===== src/rtl/vga_sync_decoder_if.sv =====
// vga_sync_decoder_if: sync inputs and recovered timing outputs of the
// VGA sync decoder. master = sync source side, slave = decoder side.
//   hSync, vSync      sync inputs (source -> decoder)
//   xPos, yPos        active-area column / row
//   pixelValid        visible, locked pixel qualifier
//   frameStart        one-cycle pulse on the vSync assertion edge
//   locked            horizontal and vertical timing verified
//   syncErr           one-cycle pulse on a timing violation
//   frameCount        (VGA_SYNC_DECODER_STATS_EN only) locked frames seen
//   errCount          (VGA_SYNC_DECODER_STATS_EN only) saturating error count
interface vga_sync_decoder_if #(
    parameter int XW = 10,
    parameter int YW = 9
);
    logic          hSync;
    logic          vSync;
    logic [XW-1:0] xPos;
    logic [YW-1:0] yPos;
    logic          pixelValid;
    logic          frameStart;
    logic          locked;
    logic          syncErr;
`ifdef VGA_SYNC_DECODER_STATS_EN
    logic [15:0]   frameCount;
    logic [7:0]    errCount;
`endif

    modport master (
        output hSync,
        output vSync,
        input  xPos,
        input  yPos,
        input  pixelValid,
        input  frameStart,
        input  locked,
        input  syncErr
`ifdef VGA_SYNC_DECODER_STATS_EN
        ,
        input  frameCount,
        input  errCount
`endif
    );

    modport slave (
        input  hSync,
        input  vSync,
        output xPos,
        output yPos,
        output pixelValid,
        output frameStart,
        output locked,
        output syncErr
`ifdef VGA_SYNC_DECODER_STATS_EN
        ,
        output frameCount,
        output errCount
`endif
    );
endinterface


===== src/rtl/vga_sync_decoder.sv =====
// vga_sync_decoder: recovers pixel coordinates, active-area qualifier,
// frame-start pulse, lock status and sync errors from hSync/vSync.
// Ports: pixelClk (rising edge), rst (synchronous, active-low),
//   bus (vga_sync_decoder_if.slave): hSync/vSync in; xPos, yPos,
//   pixelValid, frameStart, locked, syncErr out.
// Optional macro VGA_SYNC_DECODER_STATS_EN adds frameCount/errCount.
module vga_sync_decoder #(
    parameter int H_ACTIVE   = 640,
    parameter int H_FRONT    = 16,
    parameter int H_SYNC     = 96,
    parameter int H_BACK     = 48,
    parameter int V_ACTIVE   = 480,
    parameter int V_FRONT    = 10,
    parameter int V_SYNC     = 2,
    parameter int V_BACK     = 33,
    parameter int SYNC_POL   = 0,
    parameter int LOCK_LINES = 4
) (
    input logic              pixelClk,
    input logic              rst,
    vga_sync_decoder_if.slave bus
);
    localparam int H_TOTAL = H_ACTIVE + H_FRONT + H_SYNC + H_BACK;
    localparam int V_TOTAL = V_ACTIVE + V_FRONT + V_SYNC + V_BACK;
    localparam int HW = $clog2(H_TOTAL + 1);
    localparam int VW = $clog2(V_TOTAL + 1);
    localparam int XW = $clog2(H_ACTIVE);
    localparam int YW = $clog2(V_ACTIVE);
    localparam int GW = $clog2(LOCK_LINES + 1);

    localparam logic          ASSERTED = 1'(SYNC_POL);
    localparam logic [HW-1:0] H_MAX    = HW'(H_TOTAL);
    localparam logic [HW-1:0] H_LAST   = HW'(H_TOTAL - 1);
    localparam logic [HW-1:0] H_LO     = HW'(H_SYNC + H_BACK);
    localparam logic [HW-1:0] H_HI     = HW'(H_SYNC + H_BACK + H_ACTIVE - 1);
    localparam logic [VW-1:0] V_MAX    = VW'(V_TOTAL);
    localparam logic [VW-1:0] V_LAST   = VW'(V_TOTAL - 1);
    localparam logic [VW-1:0] V_LO     = VW'(V_SYNC + V_BACK);
    localparam logic [VW-1:0] V_HI     = VW'(V_SYNC + V_BACK + V_ACTIVE - 1);
    localparam logic [GW-1:0] G_LOCK   = GW'(LOCK_LINES);

    typedef enum logic [1:0] {
        SEARCH,
        ACQUIRE,
        LOCKED
    } state_t;

    state_t        state;
    state_t        state_n;
    logic [GW-1:0] good;
    logic [GW-1:0] good_n;

    logic          hs_q;
    logic          hs_d;
    logic          vs_q;
    logic          vs_d;
    logic [HW-1:0] h_cnt;
    logic [VW-1:0] v_cnt;
    logic          v_ok;
    logic          locked_q;
    logic          pv_q;
    logic [XW-1:0] x_q;
    logic [YW-1:0] y_q;
    logic          fs_q;
    logic          err_q;

    logic          h_edge;
    logic          v_edge;
    logic          h_len_ok;
    logic          v_len_ok;
    logic          h_err;
    logic          v_err;
    logic          h_win;
    logic          v_win;

    // Edges come from the registered sync vs. its one-cycle-older copy.
    assign h_edge   = (hs_q == ASSERTED) && (hs_d != ASSERTED);
    assign v_edge   = (vs_q == ASSERTED) && (vs_d != ASSERTED);
    assign h_len_ok = (h_cnt == H_LAST);
    assign v_len_ok = (v_cnt == V_LAST);
    // A frame length error only counts once a good frame has been seen.
    assign v_err    = v_edge && v_ok && !v_len_ok;
    assign h_win    = (h_cnt >= H_LO) && (h_cnt <= H_HI);
    assign v_win    = (v_cnt >= V_LO) && (v_cnt <= V_HI);

    always_comb begin
        state_n = state;
        good_n  = good;
        h_err   = 1'b0;
        unique case (state)
            SEARCH: begin
                if (h_edge) begin
                    state_n = ACQUIRE;
                    good_n  = '0;
                end
            end
            ACQUIRE: begin
                if (h_edge) begin
                    if (h_len_ok) begin
                        good_n = good + 1'b1;
                        if (good_n == G_LOCK) begin
                            state_n = LOCKED;
                        end
                    end else begin
                        good_n = '0;
                        h_err  = 1'b1;
                    end
                end else if (h_cnt == H_MAX) begin
                    h_err   = 1'b1;
                    state_n = SEARCH;
                end
            end
            LOCKED: begin
                if (h_edge) begin
                    if (!h_len_ok) begin
                        h_err   = 1'b1;
                        state_n = ACQUIRE;
                        good_n  = '0;
                    end
                end else if (h_cnt == H_MAX) begin
                    h_err   = 1'b1;
                    state_n = SEARCH;
                end
            end
            default: begin
                state_n = SEARCH;
                good_n  = '0;
            end
        endcase
    end

    always_ff @(posedge pixelClk) begin
        if (!rst) begin
            hs_q     <= ~ASSERTED;
            hs_d     <= ~ASSERTED;
            vs_q     <= ~ASSERTED;
            vs_d     <= ~ASSERTED;
            h_cnt    <= '0;
            v_cnt    <= '0;
            state    <= SEARCH;
            good     <= '0;
            v_ok     <= 1'b0;
            locked_q <= 1'b0;
            pv_q     <= 1'b0;
            x_q      <= '0;
            y_q      <= '0;
            fs_q     <= 1'b0;
            err_q    <= 1'b0;
        end else begin
            hs_q  <= bus.hSync;
            hs_d  <= hs_q;
            vs_q  <= bus.vSync;
            vs_d  <= vs_q;
            state <= state_n;
            good  <= good_n;

            if (h_edge) begin
                h_cnt <= '0;
            end else if (h_cnt != H_MAX) begin
                h_cnt <= h_cnt + 1'b1;
            end

            // vSync restart wins over a coincident hSync edge.
            if (v_edge) begin
                v_cnt <= '0;
                v_ok  <= v_len_ok;
            end else if (h_edge && v_cnt != V_MAX) begin
                v_cnt <= v_cnt + 1'b1;
            end

            locked_q <= (state == LOCKED) && v_ok;
            pv_q     <= h_win && v_win && locked_q;
            if (h_win && v_win) begin
                x_q <= XW'(h_cnt - H_LO);
                y_q <= YW'(v_cnt - V_LO);
            end

            fs_q  <= v_edge;
            err_q <= h_err || v_err;
        end
    end

    assign bus.xPos       = x_q;
    assign bus.yPos       = y_q;
    assign bus.pixelValid = pv_q;
    assign bus.frameStart = fs_q;
    assign bus.locked     = locked_q;
    assign bus.syncErr    = err_q;

`ifdef VGA_SYNC_DECODER_STATS_EN
    logic [15:0] frame_cnt;
    logic [7:0]  err_cnt;

    always_ff @(posedge pixelClk) begin
        if (!rst) begin
            frame_cnt <= '0;
            err_cnt   <= '0;
        end else begin
            if (v_edge && locked_q) begin
                frame_cnt <= frame_cnt + 1'b1;
            end
            if ((h_err || v_err) && err_cnt != 8'hFF) begin
                err_cnt <= err_cnt + 1'b1;
            end
        end
    end

    assign bus.frameCount = frame_cnt;
    assign bus.errCount   = err_cnt;
`endif
endmodule

===== src/flat_wrapper.sv =====
// flat-port wrapper written by rule: the top's interface ports become plain ports
module vga_sync_decoder_flat 
#(
    parameter int H_ACTIVE   = 640,
    parameter int H_FRONT    = 16,
    parameter int H_SYNC     = 96,
    parameter int H_BACK     = 48,
    parameter int V_ACTIVE   = 480,
    parameter int V_FRONT    = 10,
    parameter int V_SYNC     = 2,
    parameter int V_BACK     = 33,
    parameter int SYNC_POL   = 0,
    parameter int LOCK_LINES = 4
)
  (pixelClk, rst, bus_hSync, bus_vSync, bus_xPos, bus_yPos, bus_pixelValid, bus_frameStart, bus_locked, bus_syncErr);
  vga_sync_decoder_if bus_i ();
  input logic pixelClk;
  input logic rst;
  input wire logic [$bits(bus_i.hSync)-1:0] bus_hSync;
  input wire logic [$bits(bus_i.vSync)-1:0] bus_vSync;
  output wire logic [$bits(bus_i.xPos)-1:0] bus_xPos;
  output wire logic [$bits(bus_i.yPos)-1:0] bus_yPos;
  output wire logic [$bits(bus_i.pixelValid)-1:0] bus_pixelValid;
  output wire logic [$bits(bus_i.frameStart)-1:0] bus_frameStart;
  output wire logic [$bits(bus_i.locked)-1:0] bus_locked;
  output wire logic [$bits(bus_i.syncErr)-1:0] bus_syncErr;
  assign bus_i.hSync = bus_hSync;
  assign bus_i.vSync = bus_vSync;
  assign bus_xPos = bus_i.xPos;
  assign bus_yPos = bus_i.yPos;
  assign bus_pixelValid = bus_i.pixelValid;
  assign bus_frameStart = bus_i.frameStart;
  assign bus_locked = bus_i.locked;
  assign bus_syncErr = bus_i.syncErr;
  vga_sync_decoder #(.H_ACTIVE(H_ACTIVE), .H_FRONT(H_FRONT), .H_SYNC(H_SYNC), .H_BACK(H_BACK), .V_ACTIVE(V_ACTIVE), .V_FRONT(V_FRONT), .V_SYNC(V_SYNC), .V_BACK(V_BACK), .SYNC_POL(SYNC_POL), .LOCK_LINES(LOCK_LINES)) u_core (.pixelClk(pixelClk), .rst(rst), .bus(bus_i));
endmodule

===== config.mk =====
export PLATFORM = sky130hd
export DESIGN_NAME = vga_sync_decoder_flat
export DESIGN_NICKNAME = d
export VERILOG_FILES = /design/src/rtl/vga_sync_decoder_if.sv /design/src/rtl/vga_sync_decoder.sv /design/src/flat_wrapper.sv
export SDC_FILE = /design/constraint.sdc
export NUM_CORES = 1
export LEC_CHECK = 0
export BUFFER_PORTS_ARGS = -buffer_cell sky130_fd_sc_hd__buf_2
export CORE_ASPECT_RATIO = 0.75
export CORE_MARGIN = 1.5
export CORE_UTILIZATION = 45
export CTS_CLUSTER_DIAMETER = 30
export DETAILED_ROUTE_END_ITERATION = 6
export REMOVE_ABC_BUFFERS = 1
export SYNTH_ARGS = -nofsm -noshare
export SYNTH_HDL_FRONTEND = slang
export SYNTH_SLANG_ARGS = --single-unit

===== constraint.sdc =====
create_clock -name pixelClk -period 2.31 [get_ports pixelClk]
set_input_delay 0.1155 -clock pixelClk [delete_from_list [all_inputs] [get_ports pixelClk]]
set_output_delay 0.1155 -clock pixelClk [all_outputs]
set_load 0.01 [all_outputs]

==> results.py, run 1 <==
metrics = {
    "status": {
        "outcome": "finished clean",
    },
    "clock_network": {
        "cts.htree.levels": 2,
        "cts.clk_slew.worst_paths_ns": 0.09,
        "cts_tree": "yes",
        "post_cts_buffers": 0,
        "cts_root_buf": "clkbuf_8",
        "cts-buffers-inserted": 5,
        "clock-sinks": 53,
        "ctsResizeCount": 0,
        "clockBufferDepth": 2,
        "clk_latency_ns": 0.30,
    },
    "power_and_ir_drop": {
        "leakagePower_nw": 1.32,
        "vdd_drop_max_uv": 366,
        "power_w": 0.00162,
        "power.density_nw_per_um2": 527,
    },
    "floorplan": {
        "row_count": 24,
        "die-area_um2": 6680,
        "fp.dieW_um": 93.9,
        "pin_count": 27,
        "start_util_pct": 47.4,
        "coreArea_um2": 5890,
        "dieHeight_um": 71.2,
    },
    "grt": {
        "grt_overflow": 0,
        "grt.total_usage_pct": 17.3,
        "grt_pass1_wl_mm": 9.28,
        "grt_antenna_before_repair": 0,
        "grt_max_degree": 28,
        "first_global_vias": 1901,
    },
    "job": {
        "maxCapViolCount": 0,
    },
    "synth": {
        "synth_area_um2": 2790,
        "synth_cell_type_count": 49,
        "netlist_instances": 309,
        "postSynth.asyncResetShare_pct": 0,
        "synth-edff-count": 0,
        "synth_seq_cells": 53,
        "synth-main-ff-cell": "dfxtp_1",
        "ys_seq_area_share_pct": 38.0,
        "synth.avg_cell_area_um2": 9.03,
        "yosysWarnings": 0,
    },
    "worst_setup_path": {
        "end_kind": "flip-flop",
        "startpoint_type": "flip-flop",
        "required_ns": 2.54,
        "worst-endpoint-arrival_ns": 2.25,
        "path_class": "reg2reg",
        "critical_path.max_fanout": 19,
    },
    "sta": {
        "relSlewSlack_pct": 58.9,
        "report.final.slew_viol_count": 0,
        "rsz0062_at_grt": "no",
        "fin_ws_ns": 0.284,
        "finalSetupViolCount": 0,
        "setup_tns_ns": 0,
        "max_freq_mhz": 493,
        "fin_worst_skew_ns": 0.0104,
        "final.period_utilization_pct": 87.7,
        "finalHoldViolations": 0,
        "fin_crit_ns": 2.03,
        "tightest_slew_ns": 0.616,
    },
    "finish": {
        "stdcell_count": 409,
        "area_delta_synth_final_pct": 9.87,
        "nets": 350,
        "diodes": 0,
        "fillCellCount": 565,
        "drive_gt1_share_pct": 14.8,
        "postLayoutCoreUtil_pct": 52.1,
    },
    "route": {
        "viasPerCell": 5.21,
        "finalWirelength_mm": 5.41,
        "avgRoutedWirePerCell_um": 13.2,
        "ant_nets": 0,
        "drc": 0,
        "drt_iter0_markers": 98,
        "via_count": 2129,
        "firstDrtPassIters": 4,
    },
    "placement": {
        "place_worst_setup_slack_ns": 0.287,
        "gp_congestion": 0.804,
        "io_buffer_count": 26,
        "hpwl_mm": 3.85,
        "dp_cells": 399,
    },
    "worst_hold_path": {
        "hold_path.class": "in2reg",
    },
}
## power by group
part / internal (W) / switching (W) / leakage (nW)
logic: 0.0000657 / 0.0000895 / 0.845
registers: 0.000929 / 0.0000164 / 0.429
clock network: 0.000211 / 0.000303 / 0.0450
## area by class of cell
type,count,area [um2],share of cell area (%)
Multi-Input combinational cell,224,1580,51.5
Sequential cell,53,1060,34.6
Timing Repair Buffer,35,203,6.61
Clock inverter,2,10.0,0.327
Clock buffer,6,72.6,2.37
Inverter,11,41.3,1.35
Tap cell,78,97.6,3.18
## registers in the layout, summed over array words and instances, names as in the netlist
register               count
u_core.bus.xPos           10
u_core.h_cnt              10
u_core.v_cnt              10
u_core.bus.yPos            9
u_core.good                3
u_core.state               2
u_core.bus.frameStart      1
u_core.bus.locked          1
u_core.bus.pixelValid      1
u_core.bus.syncErr         1
u_core.hs_d                1
u_core.hs_q                1
u_core.v_ok                1
u_core.vs_d                1
u_core.vs_q                1
## metrics by stage
stage,instance area (um2),hold slack [ns]
finish,3060,0.207
global route,3060,0.228
CTS,3060,0.205
detailed placement,2960,0.300
global placement,2960,0.297
floorplan,2680,0.189
## worst paths after layout
kind,depth (start not counted),endpoint,startpoint,slack (ns)
max,5,u_core.bus.xPos[1],u_core.v_cnt[4],0.28
min,2,u_core.hs_q,rst,0.21
max reg2reg,5,u_core.bus.xPos[1],u_core.v_cnt[4],0.28
min reg2reg,2,u_core.bus.xPos[8],u_core.bus.xPos[8],0.45
## what timing repair did
item	in CTS	in global routing
endpoints found under the hold margin	2	0
hold buffers	2	0
endpoints found under the setup margin	0	0
## cell families after synthesis
kind of cell,share of synthesized area (%)
AND/OR/NAND/NOR,24.6
AO/OA/AOI/OAI,11.8
multiplexers,4.31
XOR/XNOR,8.79
buffers and inverters,5.34
adder cells (fa/ha/maj),7.18
flip-flops,38.0
## Yosys cell counts (all sizes together) (3+ instances only)
master / n / area [um2]
xor2: 10 / 87.6
nor2: 29 / 125
nand2: 29 / 109
dfxtp: 53 / 1060
a21boi: 4 / 30.0
nor3: 5 / 25.0
nor2b: 5 / 31.3
clkbuf: 16 / 60.1
buf: 5 / 47.5
o211a: 7 / 70.1
and3: 5 / 31.3
xnor2: 18 / 158
nand4: 11 / 68.8
a31oi: 3 / 18.8
o21ai: 6 / 30.0
and2: 3 / 18.8
mux2i: 12 / 120
nand2b: 8 / 50.1
a21oi: 10 / 50.1
ha: 16 / 200
inv: 11 / 41.3
nand3b: 3 / 22.5
nand3: 16 / 80.1
## layout by cell type, fill, tap and decap left out, types with 4 or more instances in the layout
cell type  netlist  layout
xor2_1          10      10
nor2b_1          5       5
nand4_1         11      11
o211a_1          7       7
dfxtp_1         53      53
a21boi_0         4       4
nand2_1         29      29
buf_4            1       7
buf_2            1      26
clkbuf_8         0       5
xnor2_1         18      18
mux2i_1         12      12
and3_1           5       5
nor2_1          28      28
ha_1            16      16
a21oi_1         10      10
nand2b_1         8       8
inv_1           11      11
nand3_1         16      16
nor3_1           5       5
o21ai_0          5       5
## worst max-delay path, cell delays in order (launching register included)
cell and delay [ns]:
dfxtp_1 0.44, nor4b_4 0.38, a31oi_1 0.17, o32a_2 0.41
nor2_8 0.32, mux2i_1 0.23
## routing by layer
layer,wire length (um),track usage [%]
met5,0,0
met4,41,3.48
met3,184,3.87
met2,2190,25.4
met1,3000,26.1
No activity file was read; power rests on OpenSTA's default activity.
==> inputs of run 2 (changes only) <==
- CELL_PAD_IN_SITES_DETAIL_PLACEMENT: default -> 0
- CELL_PAD_IN_SITES_GLOBAL_PLACEMENT: default -> 1
- PLACE_DENSITY_LB_ADDON: default -> 0.1
- clock period: 2.31 -> 2.6 ns (I/O delays scaled with it)
==> results.py, run 2 (same netlist as run 1, synthesis figures left out) <==
metrics = {
    "status": {
        "outcome": "finished clean",
    },
    "sta": {
        "finalHoldViolations": 0,
        "final.period_utilization_pct": 88.3,
        "report.final.slew_viol_count": 0,
        "rsz0062_at_grt": "no",
        "relSlewSlack_pct": 64.1,
        "tightest_slew_ns": 0.531,
        "finalSetupViolCount": 0,
        "fin_worst_skew_ns": 0.00955,
        "setup_tns_ns": 0,
        "fin_crit_ns": 2.30,
        "max_freq_mhz": 436,
        "fin_ws_ns": 0.304,
    },
    "worst_setup_path": {
        "worstReg2RegEnd": "u_core.bus.xPos[0]",
        "r2r_slack_ns": 0.30,
        "cpLargestDelayFamily": "simple AND/OR/NAND/NOR gates",
        "r2r_start": "u_core.v_cnt[0]",
        "critical_path.max_fanout": 19,
        "startpoint_type": "flip-flop",
        "end_kind": "flip-flop",
        "crit_chain": "ha_1 > nor4bb_1 > a31oi_1 > o32a_2 > nor2_8 > mux2i_1",
        "required_ns": 2.83,
        "slowest_delay_ns": 0.54,
        "worst-endpoint-arrival_ns": 2.52,
        "crit_buf_inv": 0,
        "path_class": "reg2reg",
        "reg2reg_depth": 6,
        "cp_slowest_cell": "dfxtp_1",
    },
    "floorplan": {
        "die-area_um2": 6680,
        "dieHeight_um": 71.2,
        "pin_count": 27,
        "coreArea_um2": 5890,
        "row_count": 24,
        "fp.dieW_um": 93.9,
        "start_util_pct": 47.4,
    },
    "finish": {
        "fillCellCount": 587,
        "final_cell_mix": "dfxtp_1, nand2_1, nor2_1",
        "nets": 346,
        "diodes": 0,
        "drive_gt1_share_pct": 14.1,
        "multiInputGateArea_um2": 1580,
        "area_delta_synth_final_pct": 9.47,
        "final_common_cell": "dfxtp_1",
        "layout.area.seq_um2": 1060,
    },
    "grt": {
        "grt_pass1_wl_mm": 9.16,
        "grt_max_degree": 30,
        "grt.total_usage_pct": 17.4,
        "grt_overflow": 0,
        "grt_antenna_before_repair": 0,
        "first_global_vias": 1917,
    },
    "power_and_ir_drop": {
        "internal-power_w": 0.00116,
        "pwr-share-comb_pct": 8.7,
        "power.density_nw_per_um2": 497,
        "switching_share_pct": 23.4,
        "vdd_drop_max_uv": 331,
        "clkPwrFrac_pct": 35.6,
        "share_seq_of_total_power_pct": 55.7,
        "leakagePower_nw": 1.31,
        "switchingPower_w": 0.000354,
    },
    "route": {
        "avgRoutedWirePerCell_um": 13.5,
        "wl_met2_mm": 2.19,
        "finalWirelength_mm": 5.46,
        "firstDrtPassIters": 4,
        "drt_iter0_markers": 101,
        "via_count": 2112,
        "top_layer_used": "met4",
        "drc": 0,
        "viasPerCell": 5.23,
        "wl_met3_um": 240,
        "wl_met1_mm": 2.99,
        "ant_nets": 0,
    },
    "clock_network": {
        "clk_latency_ns": 0.30,
        "clockBufferDepth": 2,
        "cts.clk_slew.worst_paths_ns": 0.09,
        "cts_tree": "yes",
        "ctsResizeCount": 0,
        "clock-sinks": 53,
        "cts.htree.levels": 2,
        "cts_root_buf": "clkbuf_8",
        "cts-buffers-inserted": 5,
    },
    "worst_hold_path": {
        "whs_path_depth": 2,
        "hp-start": "bus_hSync",
        "hold_path.class": "in2reg",
        "hold_end": "u_core.hs_q",
    },
    "placement": {
        "hpwl_mm": 3.92,
        "gp_congestion": 0.865,
        "io_buffer_count": 26,
        "place_worst_setup_slack_ns": 0.317,
    },
    "job": {
        "maxCapViolCount": 0,
    },
}
-- run 2: cell type report --
cell class / instances / area share, %
Inverter: 11 / 1.35
Sequential cell: 53 / 34.8
Clock inverter: 2 / 1.15
Tap cell: 78 / 3.20
Multi-Input combinational cell: 224 / 51.7
Clock buffer: 5 / 2.25
Timing Repair Buffer: 31 / 5.57
-- run 2: repair_timing --
action | in CTS | in global routing
hold endpoints to repair | 1 | 0
setup buffers | 0 | 0
hold buffers | 1 | 0
-- run 2: metal layers --
layer  global-route usage [%]  vias to the layer above
li1                         -                     1099
met1                     26.5                      970
met2                     24.9                       39
met3                     3.66                        4
met4                     3.98                        0
met5                        0                        -
-- run 2: worst register-to-register path, stage by stage, from the launching register on --
cell and delay, ns:
dfxtp_1 0.54, ha_1 0.38, nor4bb_1 0.25, a31oi_1 0.11, o32a_2 0.41, nor2_8 0.31
mux2i_1 0.23
-- run 2: power by group through the flow --
stage                     registers, W  logic (W)  clock network (W)
after floorplan               0.000859  0.0000953                  0
after global placement        0.000862   0.000130                  0
after detailed placement      0.000863   0.000130                  0
after CTS                     0.000844   0.000132           0.000565
after global routing          0.000847   0.000149           0.000601
final                         0.000845   0.000131           0.000540
-- run 2: worst max-delay path by stage --
| stage | to | depth (start not counted) | startpoint |
|---|---|---|---|
| CTS | u_core.bus.xPos[7] | 6 | u_core.v_cnt[0] |
| detailed placement | u_core.bus.xPos[7] | 6 | u_core.v_cnt[0] |
| global placement | u_core.bus.yPos[1] | 6 | u_core.v_cnt[0] |
| floorplan | u_core.bus.xPos[0] | 6 | u_core.v_cnt[0] |
| global route | u_core.bus.xPos[7] | 6 | u_core.v_cnt[0] |
| finish | u_core.bus.xPos[0] | 6 | u_core.v_cnt[0] |
-- run 2: per-stage QoR --
| stage | util (%) | total power [W] | std cells | cell area, um2 | hold WS, ns |
|---|---|---|---|---|---|
| after global routing | 51.9 | 0.00160 | 404 | 3050 | 0.00640 |
| after floorplan | - | 0.000954 | 288 | 2680 | 0.203 |
| after global placement | 49.9 | 0.000992 | 396 | 2940 | 0.312 |
| after CTS | 51.9 | 0.00154 | 404 | 3050 | 0.000428 |
| after detailed placement | 49.9 | 0.000993 | 396 | 2940 | 0.316 |
| final | 51.9 | 0.00152 | 404 | 3050 | 0.00870 |
==> inputs of run 3 (changes only) <==
- RECOVER_POWER: default -> 25
==> results.py, run 3 (same netlist as run 1, synthesis figures left out) <==
metrics = {
    "grt": {
        "grt_busiest_layer": "met1",
        "grt_antenna_before_repair": 0,
        "use_met2_pct": 24.9,
        "grtUsageMet1_pct": 26.5,
        "use_met3_pct": 3.66,
        "first_global_vias": 1917,
        "grt_overflow": 0,
        "grt_pass1_wl_mm": 9.16,
        "grt_max_degree": 30,
        "grt.total_usage_pct": 17.4,
    },
    "clock_network": {
        "cts.htree.levels": 2,
        "cts_root_buf": "clkbuf_8",
        "clk_latency_ns": 0.30,
        "cts.clk_slew.worst_paths_ns": 0.09,
        "clock-sinks": 53,
        "ctsResizeCount": 0,
        "clockBufferDepth": 2,
        "cts_tree": "yes",
        "cts-buffers-inserted": 5,
    },
    "route": {
        "drt_iter0_markers": 99,
        "avgRoutedWirePerCell_um": 13.5,
        "drc": 0,
        "via_count": 2112,
        "viasPerCell": 5.23,
        "finalWirelength_mm": 5.44,
        "firstDrtPassIters": 4,
        "ant_nets": 0,
    },
    "worst_setup_path": {
        "r2r_slack_ns": 0.31,
        "required_ns": 2.83,
        "reg2reg_depth": 6,
        "path_class": "reg2reg",
        "r2r_start": "u_core.v_cnt[0]",
        "startpoint_type": "flip-flop",
        "crit_buf_inv": 0,
        "slowest_delay_ns": 0.54,
        "worstReg2RegEnd": "u_core.bus.xPos[0]",
        "end_kind": "flip-flop",
        "crit_chain": "ha_1 > nor4bb_1 > a31oi_1 > o32a_2 > nor2_8 > mux2i_1",
        "critical_path.max_fanout": 19,
        "cp_slowest_cell": "dfxtp_1",
        "cpLargestDelayFamily": "simple AND/OR/NAND/NOR gates",
        "worst-endpoint-arrival_ns": 2.52,
    },
    "finish": {
        "diodes": 0,
        "final_cell_mix": "dfxtp_1, nand2_1, nor2_1",
        "postLayoutCoreUtil_pct": 51.6,
        "stdcell_count": 404,
        "area_delta_synth_final_pct": 8.79,
        "drive_gt1_share_pct": 9.51,
        "final_common_cell": "dfxtp_1",
        "nets": 346,
    },
    "sta": {
        "tightest_slew_ns": 0.771,
        "final.period_utilization_pct": 88.1,
        "max_freq_mhz": 437,
        "finalSetupViolCount": 0,
        "finalHoldViolations": 0,
        "hold_slack_ns": 0.00881,
        "fin_ws_ns": 0.309,
        "relSlewSlack_pct": 48.6,
        "fin_crit_ns": 2.29,
        "fin_worst_skew_ns": 0.00941,
        "setup_tns_ns": 0,
        "report.final.slew_viol_count": 0,
        "rsz0062_at_grt": "no",
    },
    "floorplan": {
        "row_count": 24,
        "die-area_um2": 6680,
        "fp.dieW_um": 93.9,
        "pin_count": 27,
        "coreArea_um2": 5890,
        "dieHeight_um": 71.2,
        "start_util_pct": 47.4,
    },
    "job": {
        "maxCapViolCount": 0,
    },
    "placement": {
        "dp_cells": 396,
        "hpwl_mm": 3.92,
        "io_buffer_count": 26,
        "gp_congestion": 0.865,
        "place_worst_setup_slack_ns": 0.317,
    },
    "power_and_ir_drop": {
        "vdd_drop_max_uv": 323,
        "power.density_nw_per_um2": 499,
        "leakagePower_nw": 1.24,
    },
    "worst_hold_path": {
        "hold_path.class": "in2reg",
        "hold_end": "u_core.hs_q",
        "whs_path_depth": 2,
        "hp-start": "bus_hSync",
    },
    "status": {
        "outcome": "finished clean",
    },
}
[run 3: cell types whose count changed in the layout (fill, tap and decap cells not counted), sizes merged]
cell,before,now
clkbuf,5,20
buf,30,15
[run 3: metal layers]
metal,vias up,part of all wire (%)
met2,48,40
li1,1100,-
met4,0,0.68
met1,960,54
met5,-,0
met3,4,5.1
[run 3: how the worst max path moves through the flow]
stage               startpoint                  to  slack, ns  depth (start not counted)
3_5_place_dp   u_core.v_cnt[0]  u_core.bus.xPos[7]       0.32                          6
6_report       u_core.v_cnt[0]  u_core.bus.xPos[0]       0.31                          6
4_1_cts        u_core.v_cnt[0]  u_core.bus.xPos[7]       0.31                          6
3_3_place_gp   u_core.v_cnt[0]  u_core.bus.yPos[1]       0.43                          6
2_1_floorplan  u_core.v_cnt[0]  u_core.bus.xPos[0]       0.62                          6
5_1_grt        u_core.v_cnt[0]  u_core.bus.xPos[7]       0.12                          6
[run 3: power by group]
part	leakage (nW)	internal, W	switching [W]
clock	0.0540	0.000280	0.000259
combinational	0.759	0.0000554	0.0000754
sequential	0.429	0.000826	0.0000190
[run 3: repair_timing]
| item | in CTS | in global routing |
|---|---|---|
| setup buffers | 0 | 0 |
| hold endpoints to repair | 1 | 0 |
| hold buffers | 1 | 0 |
[run 3: final cells by class]
cell class	count	area [um2]
clock inverters	2	35.0
multi-input cells	224	1580
inverters	11	41.3
clock buffers	5	68.8
well taps	78	97.6
fillers	592	2850
repair buffers	31	151
flip-flops and latches	53	1060
[run 3: per-stage QoR]
step	area [um2]	total power, W
global placement	2940	0.000992
finish	3030	0.00151
detailed placement	2940	0.000993
global route	3030	0.00160
floorplan	2680	0.000954
CTS	3050	0.00154
